[config.mk]
export PLATFORM = sky130hd
export DESIGN_NAME = node_invoker
export DESIGN_NICKNAME = d
export VERILOG_FILES = /design/src/rtl/node_invoker.sv
export SDC_FILE = /design/constraint.sdc
export NUM_CORES = 1
export LEC_CHECK = 0
export ABC_CLOCK_PERIOD_IN_PS = 2400
export CAP_MARGIN = 20
export CORE_ASPECT_RATIO = 0.5
export CORE_MARGIN = 4
export CORE_UTILIZATION = 30
export DETAILED_ROUTE_END_ITERATION = 8
export SLEW_MARGIN = 20
export SYNTH_ARGS = -nofsm -noshare
export SYNTH_HDL_FRONTEND = slang
export SYNTH_SLANG_ARGS = --single-unit
[constraint.sdc]
create_clock -name clk_i -period 2.4 [get_ports clk_i]
set_clock_uncertainty 0.1 [all_clocks]
set_input_delay 0.48 -clock clk_i [delete_from_list [all_inputs] [get_ports clk_i]]
set_output_delay 0.48 -clock clk_i [all_outputs]
set_load 0.05 [all_outputs]
[src/rtl/node_invoker.sv]
// -----------------------------------------------------------------------------
// node_invoker
//
// Initiator side of the node start/ready protocol. Operand requests are
// buffered in a small FIFO; one child-node computation is launched at a time
// by driving the operands and a start level, the child's ready line is
// tracked, and the captured result is returned with a valid/ready handshake.
//
// Optional feature (compile-time macro NODE_TIMEOUT_EN):
//   When defined, a watchdog counts cycles spent in START/WAIT. Reaching
//   TIMEOUT_CYC abandons the child and returns an error response
//   (rsp_res_o = 0, rsp_err_o = 1). When undefined the invoker waits
//   indefinitely and rsp_err_o never asserts.
//
// Parameters:
//   WIDTH        operand/result width
//   DEPTH        request FIFO entries (power of two, >= 2)
//   TIMEOUT_CYC  watchdog limit in cycles (NODE_TIMEOUT_EN builds only)
//
// Ports:
//   clk_i      clock, all logic on the rising edge
//   rst_ni     asynchronous active-low reset
//   req_v_i    request valid
//   req_rdy_o  FIFO not full; a request is pushed on req_v_i & req_rdy_o
//   req_a0_i   operand for child IN0
//   req_a1_i   operand for child IN1
//   n_st_o     start level to child ST
//   n_in0_o    child IN0, held stable for the whole computation
//   n_in1_o    child IN1, held stable for the whole computation
//   n_rd_i     child RD (1 = idle/done, 0 = computing)
//   n_res_i    child RES, valid while n_rd_i = 1 after a computation
//   rsp_v_o    response valid
//   rsp_rdy_i  response accepted on rsp_v_o & rsp_rdy_i
//   rsp_res_o  captured result
//   rsp_err_o  watchdog expiry flag
//   busy_o     FSM not idle
//   count_o    FIFO occupancy
// -----------------------------------------------------------------------------
module node_invoker #(
    parameter int WIDTH       = 16,
    parameter int DEPTH       = 4,
    parameter int TIMEOUT_CYC = 1024
) (
    input  logic                   clk_i,
    input  logic                   rst_ni,
    input  logic                   req_v_i,
    output logic                   req_rdy_o,
    input  logic [WIDTH-1:0]       req_a0_i,
    input  logic [WIDTH-1:0]       req_a1_i,
    output logic                   n_st_o,
    output logic [WIDTH-1:0]       n_in0_o,
    output logic [WIDTH-1:0]       n_in1_o,
    input  logic                   n_rd_i,
    input  logic [WIDTH-1:0]       n_res_i,
    output logic                   rsp_v_o,
    input  logic                   rsp_rdy_i,
    output logic [WIDTH-1:0]       rsp_res_o,
    output logic                   rsp_err_o,
    output logic                   busy_o,
    output logic [$clog2(DEPTH):0] count_o
);

    localparam int PW = $clog2(DEPTH);
    localparam int CW = PW + 1;

    typedef enum logic [1:0] {
        S_IDLE  = 2'd0,
        S_START = 2'd1,
        S_WAIT  = 2'd2,
        S_HOLD  = 2'd3
    } state_t;

    // ------------------------------------------------------------------
    // Request FIFO
    // ------------------------------------------------------------------
    logic [WIDTH-1:0] mem_a0_q [DEPTH];
    logic [WIDTH-1:0] mem_a1_q [DEPTH];
    logic [PW-1:0]    wr_ptr_q, wr_ptr_d;
    logic [PW-1:0]    rd_ptr_q, rd_ptr_d;
    logic [CW-1:0]    count_q,  count_d;
    logic             fifo_full;
    logic             fifo_empty;
    logic             push;
    logic             pop;

    assign fifo_full  = (count_q == CW'(DEPTH));
    assign fifo_empty = (count_q == '0);
    assign push       = req_v_i && !fifo_full;

    // Storage carries no reset: occupancy and pointers alone define which
    // entries are meaningful.
    always_ff @(posedge clk_i) begin
        if (push) begin
            mem_a0_q[wr_ptr_q] <= req_a0_i;
            mem_a1_q[wr_ptr_q] <= req_a1_i;
        end
    end

    // Pointers wrap naturally because DEPTH is a power of two.
    always_comb begin
        wr_ptr_d = wr_ptr_q;
        rd_ptr_d = rd_ptr_q;
        count_d  = count_q;
        if (push) begin
            wr_ptr_d = wr_ptr_q + PW'(1);
        end
        if (pop) begin
            rd_ptr_d = rd_ptr_q + PW'(1);
        end
        // Simultaneous push and pop leaves the occupancy unchanged.
        case ({push, pop})
            2'b10:   count_d = count_q + CW'(1);
            2'b01:   count_d = count_q - CW'(1);
            default: count_d = count_q;
        endcase
    end

    // ------------------------------------------------------------------
    // Watchdog
    // ------------------------------------------------------------------
    state_t state_q, state_d;
    logic   tmo_expire;

`ifdef NODE_TIMEOUT_EN
    localparam int TW = $clog2(TIMEOUT_CYC + 1);

    logic [TW-1:0] tmr_q, tmr_d;
    logic          tmr_run;

    // The counter sits at zero outside START/WAIT, so it is already clear
    // when a launch enters START.
    assign tmr_run    = (state_q == S_START) || (state_q == S_WAIT);
    assign tmr_d      = tmr_run ? (tmr_q + TW'(1)) : '0;
    // Expiry fires on the edge that completes the TIMEOUT_CYC-th cycle
    // spent in START/WAIT.
    assign tmo_expire = tmr_run && (tmr_q == TW'(TIMEOUT_CYC - 1));

    always_ff @(posedge clk_i or negedge rst_ni) begin
        if (!rst_ni) begin
            tmr_q <= '0;
        end else begin
            tmr_q <= tmr_d;
        end
    end
`else
    // Never fires; the comparison keeps the parameter referenced.
    assign tmo_expire = (TIMEOUT_CYC < 0);
`endif

    // ------------------------------------------------------------------
    // Launch / response FSM (all outputs registered)
    // ------------------------------------------------------------------
    logic             n_st_q,    n_st_d;
    logic [WIDTH-1:0] n_in0_q,   n_in0_d;
    logic [WIDTH-1:0] n_in1_q,   n_in1_d;
    logic             rsp_v_q,   rsp_v_d;
    logic [WIDTH-1:0] rsp_res_q, rsp_res_d;
    logic             rsp_err_q, rsp_err_d;

    always_comb begin
        state_d   = state_q;
        n_st_d    = n_st_q;
        n_in0_d   = n_in0_q;
        n_in1_d   = n_in1_q;
        rsp_v_d   = rsp_v_q;
        rsp_res_d = rsp_res_q;
        rsp_err_d = rsp_err_q;
        pop       = 1'b0;

        case (state_q)
            S_IDLE: begin
                // A low ready line means the child is still settling from a
                // previous (possibly abandoned) run, so hold off the launch.
                if (!fifo_empty && n_rd_i) begin
                    pop     = 1'b1;
                    n_in0_d = mem_a0_q[rd_ptr_q];
                    n_in1_d = mem_a1_q[rd_ptr_q];
                    n_st_d  = 1'b1;
                    state_d = S_START;
                end
            end

            S_START: begin
                if (!n_rd_i) begin
                    // Child acknowledged the start.
                    n_st_d  = 1'b0;
                    state_d = S_WAIT;
                end else if (tmo_expire) begin
                    n_st_d    = 1'b0;
                    rsp_res_d = '0;
                    rsp_err_d = 1'b1;
                    rsp_v_d   = 1'b1;
                    state_d   = S_HOLD;
                end
            end

            S_WAIT: begin
                // Level detection is safe: WAIT is only reached after the
                // ready line was seen low for this computation.
                if (n_rd_i) begin
                    rsp_res_d = n_res_i;
                    rsp_err_d = 1'b0;
                    rsp_v_d   = 1'b1;
                    state_d   = S_HOLD;
                end else if (tmo_expire) begin
                    rsp_res_d = '0;
                    rsp_err_d = 1'b1;
                    rsp_v_d   = 1'b1;
                    state_d   = S_HOLD;
                end
            end

            S_HOLD: begin
                if (rsp_rdy_i) begin
                    rsp_v_d = 1'b0;
                    state_d = S_IDLE;
                end
            end

            default: begin
                state_d = S_IDLE;
            end
        endcase
    end

    always_ff @(posedge clk_i or negedge rst_ni) begin
        if (!rst_ni) begin
            state_q   <= S_IDLE;
            wr_ptr_q  <= '0;
            rd_ptr_q  <= '0;
            count_q   <= '0;
            n_st_q    <= 1'b0;
            n_in0_q   <= '0;
            n_in1_q   <= '0;
            rsp_v_q   <= 1'b0;
            rsp_res_q <= '0;
            rsp_err_q <= 1'b0;
        end else begin
            state_q   <= state_d;
            wr_ptr_q  <= wr_ptr_d;
            rd_ptr_q  <= rd_ptr_d;
            count_q   <= count_d;
            n_st_q    <= n_st_d;
            n_in0_q   <= n_in0_d;
            n_in1_q   <= n_in1_d;
            rsp_v_q   <= rsp_v_d;
            rsp_res_q <= rsp_res_d;
            rsp_err_q <= rsp_err_d;
        end
    end

    // ------------------------------------------------------------------
    // Outputs
    // ------------------------------------------------------------------
    assign req_rdy_o = !fifo_full;
    assign count_o   = count_q;
    assign busy_o    = (state_q != S_IDLE);
    assign n_st_o    = n_st_q;
    assign n_in0_o   = n_in0_q;
    assign n_in1_o   = n_in1_q;
    assign rsp_v_o   = rsp_v_q;
    assign rsp_res_o = rsp_res_q;
    assign rsp_err_o = rsp_err_q;

endmodule

# == Word-level counts from Yosys, hierarchy flattened ==
# Memories as Yosys holds them, arrays and structs flattened. A register that Yosys moved wholly into a read port is not among the register bits.
# Cells that the tools add are included.
# W data, S select, Z words.
# totals
word_cells,56
in_bits,53
mem_count,2
out_inout_bits,56
regBits,27
mem_bits_rw,128
# memory_table
memory,depth,word_bits,rd,rd_ports_with_merged_regs,write_ports,line_no,source
mem_a0_q,4,16,1,1,1,76,logic [WIDTH-1:0] mem_a0_q [DEPTH];
mem_a1_q,4,16,1,1,1,77,logic [WIDTH-1:0] mem_a1_q [DEPTH];
# op_classes
muxes,16
n_reduce_logical,17
add_sub_neg,4
n_eq_ne,10
# ops
op,n
$mux W1,8
$mux W2,4
$ne A2 B2 Y1 const B,4
$pmux W2 S4,1
$reduce_bool A2 Y1,4
$eq A2 B2 Y1 const B,3
$pmux W3 S2,1
$reduce_and A3 Y1,2
$add A2 B1 Y2 const B,2
$eq A2 B1 Y1 const B,2
$logic_not A1 Y1,4
$pmux W1 S2,2
$reduce_and A2 Y1,2
$reduce_and A4 Y1,1
$add A3 B1 Y3 const B,1
$eq A3 B3 Y1 const B,1
$logic_not A3 Y1,1
$sub A3 B1 Y3 const B,1
$logic_and A1 B1 Y1,2
$logic_not A2 Y1,1

# == Logic depth before layout (Yosys ltp) ==
# depth
depth_word,7
ltp_mapped,11
ltp_nobuf,10

# == Worst setup path before layout ==
# Ideal clock, no wire load.
# synth_path
path_kind,register to register
start,"reg count_q[2], in the netlist count_o[2]"
end,"reg count_q[2], in the netlist count_o[2]"
path_stages_with_launch,10
required_ns,2.151
period_less_slack_ns,2.670
slack_ns,-0.270
n_path_buf,0
arrival_time_ns,2.421
setup_ns,0.149
cell_sequence,dfrtp_1 -> or3b_4 -> and2_4 -> inv_1 -> ha_1 -> inv_1 -> fa_1 -> xor2_1 -> nor2_1 -> xor2_1
# synth_between
elab_cells_between_ends,14
cone_classes,add/sub (2); eq/ne (3); mux (3); reduce/logical (6)
# synth_lines
item,line_no,source
start: declaration,80,"logic [CW-1:0] count_q, count_d;"
start signal: assignment,242,count_q <= count_d;
$eq A3 B3 Y1 (*),86,assign fifo_full = (count_q == CW'(DEPTH));
$logic_not A1 Y1 (*),n/a,
named net req_rdy_o,47,"output logic req_rdy_o,"
$logic_and A1 B1 Y1 (*),88,assign push = req_v_i && !fifo_full;
$eq A2 B1 Y1 / $eq A2 B2 Y1 (equally long branches),111,"case ({push, pop})"
$pmux W3 S2 / $reduce_bool A2 Y1 (equally long branches),n/a,
# The timed path passes the listed nets; every way through them passes the cells marked *.
# A chain may end at the register's enable or synchronous reset.

# == Worst setup path in the final report ==
# layout_path
start,"reg count_q[0], in the netlist count_o[0]"
end,out count_o[0]
# layout_lines
item,line_no,source
end: declaration,60,output logic [$clog2(DEPTH):0] count_o
# No word-level cell between the ends.

==> impl_metrics.csv <==
group,metric,value,unit
global_routing,antenna_found_initial,0,
timing,setup_ws,74.5,ps
placed_design,dp_slack,54.4,ps
pwr,peakVddDrop,0.483,mV
timing,report.final.setup_viol,0,
cts,cts-root-buf,"clkbuf_16",
yosys,ys_ff_latch,187,
yosys,synth-simple-area-share,0.0649,
pwr,power_leakage,3.50,nW
yosys,yosys_warnings,0,
global_routing,globalRouteOverflowTotal,0,
global_routing,grt_pass1_vias,3980,
cts,clk_latency,420,ps
pwr,swShare,0.377,
flow_run,maxCapViolations,0,
finish,syn_to_final_growth,31.0,%
cts,ctsResizeCount,0,
cts,post_cts_buffers,0,
yosys,seq_area_frac_synth,0.746,
routing,vias_per_cell,4.36,
placed_design,globalplace.congestion,0.720,
die,die_x,226,um
finish,most-common-layout-cells,"edfxtp_1 (128), clkdlybuf4s50_1 (104), nand2_1 (102), dfrtp_1 (55), mux4_2 (32)",
finish,layout.cells.most_common,"edfxtp_1",
timing,layout_min_cycle_time,2330,ps
min_path,min_path_cells,2,
critical_path,worstRegToRegCells,10,
finish,multiInputGateArea,1700,um2
pwr,powerDensity,1370,nW/um2
critical_path,cp-end-kind,"primary output",
yosys,syn_inst,405,
timing,rsz0062_at_grt,"false",
cts,cts_tree,"yes",
pwr,pwr-share-comb,0.407,
placed_design,placed_cells,821,
timing,maxSlewHeadroom,0.618,
cts,clock_path_buffers,2,
placed_design,io_buffers,107,
routing,ant_nets,0,
routing,drtPass1Iterations,4,
cts,clk_pin_slew,70,ps
global_routing,grt_pass1_wl,22.0,mm
yosys,netlist.area_leader.share,0.539,
yosys,synth_top_family_by_area,"multiplexers",
routing,drc,0,
critical_path,cp_slowest_cell,"clkdlybuf4s50_1",
die,ios,109,
routing,dr.first_iter.drc_count,246,
timing,finalCritPeriodShare,0.969,
die,coreArea,23100,um2
timing,clock.fmax,0.430,GHz
yosys,yosys.area.top_type,"edfxtp_1",
yosys,synth_compound_area_frac,0.0100,
pwr,intPower,0.00797,W
critical_path,max_stage_delay,810,ps
pwr,p_sw,0.00482,W
min_path,hp-class,"flop to flop",
finish,fin_cells,854,
global_routing,grt_max_degree,42,
critical_path,critical_path_class,"flop to primary output",
yosys,synthesis.nets,469,
timing,hold_violations,0,
yosys,synth_cell_types,30,
pwr,seq_power_share,0.373,
critical_path,cp.arrival,1750,ps
finish,diodes,0,
routing,via_count,3727,
timing,tightest_slew,571,ps
yosys,syn_area,7130,um2
placed_design,dp_hpwl,8.81,mm
die,die_h,117,um
cts,htreeDepth,4,
critical_path,crit_chain,"buf_4 > clkdlybuf4s50_1",
pwr,p_clk_frac,0.221,
routing,routed_wl,13.9,mm
finish,drive_gt1_frac,0.218,
global_routing,grt.total_usage,0.111,
finish,n_fill_cell,2097,
yosys,syn_area_per_cell,17.6,um2
cts,clock_sinks,187,
timing,finalMaxSlewViolations,0,
critical_path,required,1820,ps
finish,layout.nets,598,
cts,cts_made_buffers,17,
cts,hold_buffers,1,
critical_path,crit_path_start_kind,"flop",
routing,drt-wirelength-per-cell,16.3,um
die,start_util,0.309,
finish,ff_latch_area,5330,um2
yosys,synthMuxAreaShare,0.133,
die,rows,39,
yosys,yosys.area_share.adder,0.0204,
yosys,synth_area_leaders,"edfxtp_1 (54%), dfrtp_1 (21%), mux4_2 (10%)",
critical_path,path_max_fanout,6,
yosys,synth_xor_area_frac,0.00737,
outcome,outcome,"completed",
die,dieArea,26400,um2
==> routing by layer <==
layer  wire length [um]  vias up  track usage
met2               7410       56        0.204
met3                588       10       0.0309
met4                144        0       0.0328
met1               5760     1922        0.129
met5                  0        -            0
li1                   -     1739            -
==> power groups by stage <==
stage / clock network [W] / registers [W] / logic [W]
CTS: 0.00290 / 0.00478 / 0.00531
finish: 0.00282 / 0.00477 / 0.00520
global placement: 0 / 0.00481 / 0.00527
floorplan: 0 / 0.00630 / 0.00205
detailed placement: 0 / 0.00485 / 0.00530
global route: 0.00306 / 0.00487 / 0.00557
==> logic make-up after synthesis <==
| family | after synthesis |
|---|---|
| compound gates | 7 |
| xor+xnor | 6 |
| fa+ha+maj | 11 |
| buf+inv | 28 |
| flops | 187 |
| mux | 52 |
| other cells | 1 |
| simple gates | 113 |
==> per-stage QoR <==
step	hold slack, ps	utilization	power [W]	setup TNS, ps	instance area (um2)
after floorplan	84.4	-	0.00836	-23.0	7150
after global placement	359	0.378	0.0101	0	8730
after detailed placement	362	0.378	0.0101	0	8730
after CTS	381	0.405	0.0130	0	9340
after global routing	401	0.405	0.0135	0	9340
final	374	0.405	0.0128	0	9340
==> sequential cells by signal, summed over array words and instances, names as in the netlist <==
name,count
state_q,2
rsp_v_o,1
n_in0_o,16
n_st_o,1
wr_ptr_q,2
count_o,3
mem_a1_q,64
n_in1_o,16
rsp_res_o,16
rd_ptr_q,2
mem_a0_q,64
==> cells in the mapped netlist <==
cell type	count
inv_1	10
xnor2_1	4
and2_4	1
edfxtp_1	128
fa_1	1
clkbuf_1	6
mux4_2	32
nor2_1	2
mux2_2	17
mux2_4	1
a22o_1	2
o311ai_4	1
buf_1	1
inv_2	1
and3_2	4
nand2b_1	1
dfrtp_1	59
conb_1	1
o21bai_1	2
ha_1	10
buf_2	6
xor2_1	2
o21ai_0	1
nand2_1	102
or4b_1	1
buf_4	4
o31ai_1	1
mux2i_1	2
nand4_1	1
or3b_4	1
==> area by class of cell <==
type                    instances  share of cell area
inverters                      11             0.00442
multi-input cells             190               0.182
repair buffers                127               0.138
clock buffers                  18              0.0459
flip-flops and latches        187               0.570
clock inverters                14              0.0186
well taps                     307              0.0411
==> critical path, delay by kind of cell (launching register included) <==
family | cells | cell delay (ps)
buffers and inverters | 2 | 970
DFF | 1 | 360
==> path summary, 6_finish.rpt <==
path / from / endpoint / slack (ps)
setup / recovery: count_o[0]$_DFFE_PN0P_ / count_o[0] / 70
hold / removal: n_in0_o[12]$_DFFE_PN0P_ / n_in0_o[12]$_DFFE_PN0P_ / 370
setup reg to reg: state_q[0]$_DFFE_PN0P_ / count_o[2]$_DFFE_PN0P_ / 210
hold reg to reg: n_in0_o[12]$_DFFE_PN0P_ / n_in0_o[12]$_DFFE_PN0P_ / 370
max in group asynchronous: rst_ni / count_o[1]$_DFFE_PN0P_ / 1100
min in group asynchronous: rst_ni / n_in0_o[14]$_DFFE_PN0P_ / 460
Note: power is estimated with default switching activity, not from simulation.
